[src/rtl/if_stage_ctrl_pkg.sv]
// Shared types and constants for the instruction-fetch stage.
// Holds the fetch FSM state encoding, the default PC width, the squash
// instruction word and the default IF/ID bundle layout.
package if_pkg;

    localparam int PC_W_DEF = 12;

    // addi x0,x0,0 : harmless filler placed in IF/ID when it is squashed
    localparam logic [31:0] NOP_INST_DEF = 32'h00000013;

    typedef enum logic [1:0] {
        BOOT  = 2'd0,
        RUN   = 2'd1,
        FLUSH = 2'd2
    } state_t;

    typedef struct packed {
        logic [PC_W_DEF-1:0] pc;
        logic [PC_W_DEF-1:0] pc4;
        logic [31:0]         inst;
        logic                valid;
    } ifid_t;

endpackage

[src/rtl/if_stage_ctrl_if.sv]
// Bus bundle between the fetch stage and its surroundings (hazard unit,
// instruction memory and the ID stage). The stage side uses 'master'.
// Optional macro IF_FLUSH_CNT_EN adds the flush_cnt_o event counter.
interface if_stage_ctrl_if
    import if_pkg::*;
#(
    parameter int PC_W = PC_W_DEF
);
    logic            flush_i;
    logic [PC_W-1:0] redirect_pc_i;
    logic            stall_i;
    logic [31:0]     imem_rdata_i;
    logic [PC_W-1:0] imem_addr_o;
    logic [PC_W-1:0] id_pc_o;
    logic [PC_W-1:0] id_pc4_o;
    logic [31:0]     id_inst_o;
    logic            id_valid_o;
    logic [31:0]     num_inst_o;
`ifdef IF_FLUSH_CNT_EN
    logic [15:0]     flush_cnt_o;
`endif

    modport master (
        input  flush_i, redirect_pc_i, stall_i, imem_rdata_i,
`ifdef IF_FLUSH_CNT_EN
        output flush_cnt_o,
`endif
        output imem_addr_o, id_pc_o, id_pc4_o, id_inst_o, id_valid_o, num_inst_o
    );

    modport slave (
        output flush_i, redirect_pc_i, stall_i, imem_rdata_i,
`ifdef IF_FLUSH_CNT_EN
        input  flush_cnt_o,
`endif
        input  imem_addr_o, id_pc_o, id_pc4_o, id_inst_o, id_valid_o, num_inst_o
    );

endinterface

[src/rtl/if_stage_ctrl_if_id_reg.sv]
// IF/ID pipeline register. Loads a full bundle, holds, or squashes the
// instruction to NOP while keeping the PC fields of the previous entry.
module if_id_reg
    import if_pkg::*;
#(
    parameter type         T        = ifid_t,
    parameter T            RST_VAL  = '0,
    parameter logic [31:0] NOP_INST = NOP_INST_DEF
) (
    input  logic clk,
    input  logic rstn,
    input  logic i_load,
    input  logic i_squash,
    input  T     i_d,
    output T     o_q
);

    T r_q;

    // Bundle register: squash takes priority over a load; otherwise hold
    always_ff @(posedge clk or negedge rstn) begin
        if (!rstn) begin
            r_q <= RST_VAL;
        end else if (i_squash) begin
            r_q.inst  <= NOP_INST;
            r_q.valid <= 1'b0;
        end else if (i_load) begin
            r_q <= i_d;
        end
    end

    assign o_q = r_q;

endmodule

[src/rtl/if_stage_ctrl.sv]
// Instruction-fetch stage: PC register, BOOT/RUN/FLUSH control FSM,
// fetched-instruction counter and the IF/ID register instance.
// Optional macro IF_FLUSH_CNT_EN adds a saturating count of accepted flushes.
module if_stage_ctrl
    import if_pkg::*;
#(
    parameter int              PC_W          = PC_W_DEF,
    parameter logic [PC_W-1:0] RESET_PC      = '0,
    parameter int              FLUSH_BUBBLES = 1,
    parameter logic [31:0]     NOP_INST      = NOP_INST_DEF
) (
    input  logic           clk,
    input  logic           rstn,
    if_stage_ctrl_if.master bus
);

    typedef struct packed {
        logic [PC_W-1:0] pc;
        logic [PC_W-1:0] pc4;
        logic [31:0]     inst;
        logic            valid;
    } bundle_t;

    localparam bundle_t IFID_RST = '{pc: '0, pc4: PC_W'(4), inst: NOP_INST, valid: 1'b0};
    localparam logic [1:0] BUBBLE_RELOAD = 2'(FLUSH_BUBBLES - 1);

    state_t          r_state, w_nextState;
    logic [PC_W-1:0] r_pc, w_nextPc, w_pcPlus4, w_redirectPc;
    logic [1:0]      r_bubbleCnt, w_nextBubbleCnt;
    logic [31:0]     r_numInst;
    logic            w_load, w_squash;
    bundle_t         w_ifidD, w_ifidQ;

    assign w_pcPlus4    = r_pc + PC_W'(4);
    assign w_redirectPc = {bus.redirect_pc_i[PC_W-1:2], 2'b00};
    assign w_ifidD      = '{pc: r_pc, pc4: w_pcPlus4, inst: bus.imem_rdata_i, valid: 1'b1};

    // Next-state, next-PC and IF/ID control; flush outranks stall in RUN
    always_comb begin
        w_nextState     = r_state;
        w_nextPc        = r_pc;
        w_nextBubbleCnt = r_bubbleCnt;
        w_load          = 1'b0;
        w_squash        = 1'b0;
        unique case (r_state)
            BOOT: begin
                w_nextState = RUN;
            end
            RUN: begin
                if (bus.flush_i) begin
                    w_nextPc        = w_redirectPc;
                    w_squash        = 1'b1;
                    w_nextBubbleCnt = BUBBLE_RELOAD;
                    w_nextState     = (FLUSH_BUBBLES > 1) ? FLUSH : RUN;
                end else if (!bus.stall_i) begin
                    w_load   = 1'b1;
                    w_nextPc = w_pcPlus4;
                end
            end
            FLUSH: begin
                w_squash = 1'b1;
                if (bus.flush_i) begin
                    w_nextPc        = w_redirectPc;
                    w_nextBubbleCnt = BUBBLE_RELOAD;
                end else begin
                    w_nextBubbleCnt = (r_bubbleCnt == 2'd0) ? 2'd0 : r_bubbleCnt - 2'd1;
                    if (r_bubbleCnt <= 2'd1) begin
                        w_nextState = RUN;
                    end
                end
            end
            default: begin
                w_nextState = BOOT;
            end
        endcase
    end

    // State, PC and bubble counter registers
    always_ff @(posedge clk or negedge rstn) begin
        if (!rstn) begin
            r_state     <= BOOT;
            r_pc        <= RESET_PC;
            r_bubbleCnt <= 2'd0;
        end else begin
            r_state     <= w_nextState;
            r_pc        <= w_nextPc;
            r_bubbleCnt <= w_nextBubbleCnt;
        end
    end

    // Saturating count of real instructions entering IF/ID
    always_ff @(posedge clk or negedge rstn) begin
        if (!rstn) begin
            r_numInst <= '0;
        end else if (w_load && (r_numInst != 32'hFFFF_FFFF)) begin
            r_numInst <= r_numInst + 32'd1;
        end
    end

`ifdef IF_FLUSH_CNT_EN
    logic [15:0] r_flushCnt;
    logic        w_flushAccepted;

    assign w_flushAccepted = bus.flush_i && ((r_state == RUN) || (r_state == FLUSH));

    // Saturating count of flush requests acted upon
    always_ff @(posedge clk or negedge rstn) begin
        if (!rstn) begin
            r_flushCnt <= '0;
        end else if (w_flushAccepted && (r_flushCnt != 16'hFFFF)) begin
            r_flushCnt <= r_flushCnt + 16'd1;
        end
    end

    assign bus.flush_cnt_o = r_flushCnt;
`endif

    if_id_reg #(
        .T        (bundle_t),
        .RST_VAL  (IFID_RST),
        .NOP_INST (NOP_INST)
    ) u_ifid (
        .clk      (clk),
        .rstn     (rstn),
        .i_load   (w_load),
        .i_squash (w_squash),
        .i_d      (w_ifidD),
        .o_q      (w_ifidQ)
    );

    assign bus.imem_addr_o = r_pc;
    assign bus.id_pc_o     = w_ifidQ.pc;
    assign bus.id_pc4_o    = w_ifidQ.pc4;
    assign bus.id_inst_o   = w_ifidQ.inst;
    assign bus.id_valid_o  = w_ifidQ.valid;
    assign bus.num_inst_o  = r_numInst;

endmodule

[src/flat_wrapper.sv]
// flat-port wrapper written by rule: the top's interface ports become plain ports
module if_stage_ctrl_flat import if_pkg::*;
#(
    parameter int              PC_W          = PC_W_DEF,
    parameter logic [PC_W-1:0] RESET_PC      = '0,
    parameter int              FLUSH_BUBBLES = 1,
    parameter logic [31:0]     NOP_INST      = NOP_INST_DEF
)
  (clk, rstn, bus_flush_i, bus_redirect_pc_i, bus_stall_i, bus_imem_rdata_i, bus_imem_addr_o, bus_id_pc_o, bus_id_pc4_o, bus_id_inst_o, bus_id_valid_o, bus_num_inst_o);
  if_stage_ctrl_if #(.PC_W(PC_W)) bus_i ();
  input  logic clk;
  input  logic rstn;
  input wire logic [$bits(bus_i.flush_i)-1:0] bus_flush_i;
  input wire logic [$bits(bus_i.redirect_pc_i)-1:0] bus_redirect_pc_i;
  input wire logic [$bits(bus_i.stall_i)-1:0] bus_stall_i;
  input wire logic [$bits(bus_i.imem_rdata_i)-1:0] bus_imem_rdata_i;
  output wire logic [$bits(bus_i.imem_addr_o)-1:0] bus_imem_addr_o;
  output wire logic [$bits(bus_i.id_pc_o)-1:0] bus_id_pc_o;
  output wire logic [$bits(bus_i.id_pc4_o)-1:0] bus_id_pc4_o;
  output wire logic [$bits(bus_i.id_inst_o)-1:0] bus_id_inst_o;
  output wire logic [$bits(bus_i.id_valid_o)-1:0] bus_id_valid_o;
  output wire logic [$bits(bus_i.num_inst_o)-1:0] bus_num_inst_o;
  assign bus_i.flush_i = bus_flush_i;
  assign bus_i.redirect_pc_i = bus_redirect_pc_i;
  assign bus_i.stall_i = bus_stall_i;
  assign bus_i.imem_rdata_i = bus_imem_rdata_i;
  assign bus_imem_addr_o = bus_i.imem_addr_o;
  assign bus_id_pc_o = bus_i.id_pc_o;
  assign bus_id_pc4_o = bus_i.id_pc4_o;
  assign bus_id_inst_o = bus_i.id_inst_o;
  assign bus_id_valid_o = bus_i.id_valid_o;
  assign bus_num_inst_o = bus_i.num_inst_o;
  if_stage_ctrl #(.PC_W(PC_W), .RESET_PC(RESET_PC), .FLUSH_BUBBLES(FLUSH_BUBBLES), .NOP_INST(NOP_INST)) u_core (.clk(clk), .rstn(rstn), .bus(bus_i));
endmodule
[config.mk]
export PLATFORM = sky130hd
export DESIGN_NAME = if_stage_ctrl_flat
export DESIGN_NICKNAME = d
export VERILOG_FILES = /design/src/rtl/if_stage_ctrl_pkg.sv /design/src/rtl/if_stage_ctrl_if.sv /design/src/rtl/if_stage_ctrl_if_id_reg.sv /design/src/rtl/if_stage_ctrl.sv /design/src/flat_wrapper.sv
export SDC_FILE = /design/constraint.sdc
export NUM_CORES = 1
export LEC_CHECK = 0
export ABC_CLOCK_PERIOD_IN_PS = 2300
export CAP_MARGIN = 15
export CORE_MARGIN = 2
export CORE_UTILIZATION = 25
export CTS_CLUSTER_SIZE = 16
export DETAILED_ROUTE_END_ITERATION = 10
export GPL_ROUTABILITY_DRIVEN = 0
export PLACE_DENSITY_LB_ADDON = 0.15
export SYNTH_ARGS = -nofsm -noshare
export SYNTH_HDL_FRONTEND = slang
export SYNTH_SLANG_ARGS = --single-unit
[constraint.sdc]
create_clock -name clk -period 2.3 [get_ports clk]
set_input_delay 0.345 -clock clk [delete_from_list [all_inputs] [get_ports clk]]
set_output_delay 0.345 -clock clk [all_outputs]
set_load 0.01 [all_outputs]
==> run metrics <==
status finished, final reports clean; largest family of logic cells by synthesized area simple AND/OR/NAND/NOR gates; critical path class flip-flop to flip-flop; DRC viols 0; routed vias/inst 4.501; Final Max Tran Viols 0; Die X 134.7 um; Setup WS post-layout 0.1439 ns; Slew headroom 64.34%; Filler cells 1585; Worst-Margin Slew 0.5349 ns; Core Box Area 16640 um^2; post-synthesis sequential area ratio 56.36%; synthesized flop and latch total 96; initial DRC count 125; CTS clk-pin slew, worst paths 0.07 ns; worst path required time 2.53 ns; via count 3439; clk root buf clkbuf_16; fmax 463.8 MHz; Mapped Avg Cell Area 10.76 um^2; TritonRoute pass-1 iters 4; die area 18150 um^2; GRT Residual Overflow 0; final hold violations 0; Gate power share 19.6%; ys async rst share 100.0%; Peak VDD IR 0.0003617 V; Placement Setup Slack -0.04717 ns; Clk pwr share 37.3%; nets 589; IO buf count 140; Switch Pwr 1.268 mW; Reg power frac 43.1%; internal power 3.508 mW; crit path capture type flip-flop; hpwl dp 7.960 mm; MaxCap Viol Count 0; synthesis warning total 0; gr usage total 12.98%; routed wire length 11.31 mm; Num CTS Buffers 9; post-route ant nets 0; diode count 0; Worst setup SP type flip-flop; finished layout cell area 6319 um^2; fin crit period 2.156 ns; Initial Util 25.67%; Worst-Skew Late Latency 0.36 ns; WL/cell 14.80 um; Area Growth Syn to Fin 47.92%; critical path's top delay family simple AND/OR/NAND/NOR gates; chip height 134.7 um; Max stage delay cell, worst path or4_4; layout cells sized above 1 9.926%; most common cell after layout, fill and taps aside clkdlybuf4s50_1; clk_skew 0.01086 ns; fraction of power spent switching nets 26.54%; PD cells 755.7 nW/um^2; IO Count 149; Primary FF master, synth dfrtp_1; Post-Synth XOR/XNOR Area 7.381%; mux cell area share after synthesis 0.7616%; most frequent cells in the layout clkdlybuf4s50_1, dfrtp_1, nand2_1; EDFF count, synth 0; vias in the first global route 3454; Clock Tree Buf Depth 2; total power 4.775 mW; CTS tree built; crit path buf inv count 0; cell row count 47; Cell Area, Synth 4272 um^2; max incr delay on CP 0.60 ns; Placed Area 5956 um^2; first-pass GRT wire length 18.49 mm; Yosys cell types 48; post-synthesis compound-gate area fraction 12.60%; post-layout util 37.97%; worst min path class input pin to asynchronous set/reset pin; Mapped Cells 397; leak pwr 2.765 nW; Final Setup Violations 0; top fanout value on the critical path 5; initial antenna violation count 0; crit path DAT 2.39 ns; fin crit share 93.74%; RSZ-0062 raised after global routing false; CTS Sinks 96; simple-gate share of the synthesized area 16.93%; total number of H-tree levels 3; worst path cell trace nand4_2 -> or4_4 -> or3_4 -> nor4_4 -> mux2_1; largest net degree at the start of global routing 78; Synth Area in Adders 0.5858%
[layer usage]
| metal | routed length [um] | global-route usage [%] |
|---|---|---|
| met1 | 5225 | 17.57 |
| met2 | 5180 | 19.49 |
| met3 | 711 | 4.542 |
| met4 | 189 | 4.094 |
| met5 | 0 | 0 |
[final cells by class]
| cell class | count | area (um^2) | share of cell area [%] |
|---|---|---|---|
| well taps | 220 | 275.3 | 4.356 |
| multi-input cells | 264 | 1665 | 26.36 |
| clock buffers | 9 | 225.2 | 3.564 |
| flip-flops and latches | 96 | 2407 | 38.10 |
| inverters | 5 | 18.77 | 0.2970 |
| repair buffers | 163 | 1599 | 25.31 |
| clock inverters | 7 | 127.6 | 2.020 |
[power by group through the flow]
stage	Clock, mW	Combinational [mW]	Sequential (mW)
after CTS	1.84	0.959	2.06
final	1.78	0.935	2.06
after global routing	1.92	1.02	2.09
after global placement	0	0.941	2.09
after floorplan	0	0.338	2.13
after detailed placement	0	0.954	2.09
[metrics by stage]
stage / instances / hold WS, ns / setup TNS [ns]
after floorplan: 402 / 0.04941 / 0
after detailed placement: 747 / 0.2527 / -0.1152
after CTS: 764 / 0.4198 / 0
final: 764 / 0.4189 / 0
after global routing: 764 / 0.4559 / 0
after global placement: 747 / 0.2553 / -0.05021
[synth_stat cells, types with 5 or more instances]
cell / n / area share, %
and3_1: 9 / 1.3
a21oi_1: 10 / 1.2
xor2_1: 17 / 3.5
nor2_1: 21 / 1.8
nand3_1: 14 / 1.6
xnor2_1: 19 / 3.9
o21ai_0: 19 / 2.2
nand4_1: 5 / 0.73
clkbuf_1: 15 / 1.3
nand2_1: 58 / 5.1
a22o_1: 30 / 6.2
nor3_1: 7 / 0.82
inv_1: 5 / 0.44
dfrtp_1: 92 / 54
buf_4: 16 / 2.8
[sequential cells by signal (all words and copies together), names as in the netlist]
register / count
u_core.u_ifid.o_q: 53
u_core.r_state: 1
u_core.bus.num_inst_o: 32
u_core.bus.imem_addr_o: 10
[worst paths after layout]
| kind | slack, ns | cells past startpoint | endpoint | startpoint |
|---|---|---|---|---|
| setup / recovery | 0.14 | 5 | u_core.bus.num_inst_o[30]$_DFFE_PN0P_ | u_core.bus.num_inst_o[14]$_DFFE_PN0P_ |
| hold / removal | 0.42 | 2 | u_core.bus.num_inst_o[10]$_DFFE_PN0P_ | rstn |
| setup reg to reg | 0.14 | 5 | u_core.bus.num_inst_o[30]$_DFFE_PN0P_ | u_core.bus.num_inst_o[14]$_DFFE_PN0P_ |
| hold reg to reg | 0.47 | 2 | u_core.u_ifid.o_q[55]$_DFFE_PN0P_ | u_core.u_ifid.o_q[55]$_DFFE_PN0P_ |
| max in group asynchronous | 1.14 | 3 | u_core.u_ifid.o_q[2]$_DFFE_PN1P_ | rstn |
| min in group clk | 0.47 | 2 | u_core.u_ifid.o_q[55]$_DFFE_PN0P_ | u_core.u_ifid.o_q[55]$_DFFE_PN0P_ |
[cell families (layout without fill, tap and decap cells)]
group | after synthesis | count (layout)
compound gates | 76 | 76
xor+xnor | 36 | 36
fa+ha+maj | 2 | 2
buf+inv | 42 | 184
flops | 96 | 96
mux | 3 | 3
other cells | 2 | 7
simple gates | 140 | 140
[what timing repair did]
item | CTS | global route
buffers inserted | 0 | 0
hold endpoints to repair | 19 | 0
hold buffers | 1 | 0
gates resized for setup | 0 | 0
Note: power is estimated with default switching activity, not from simulation.
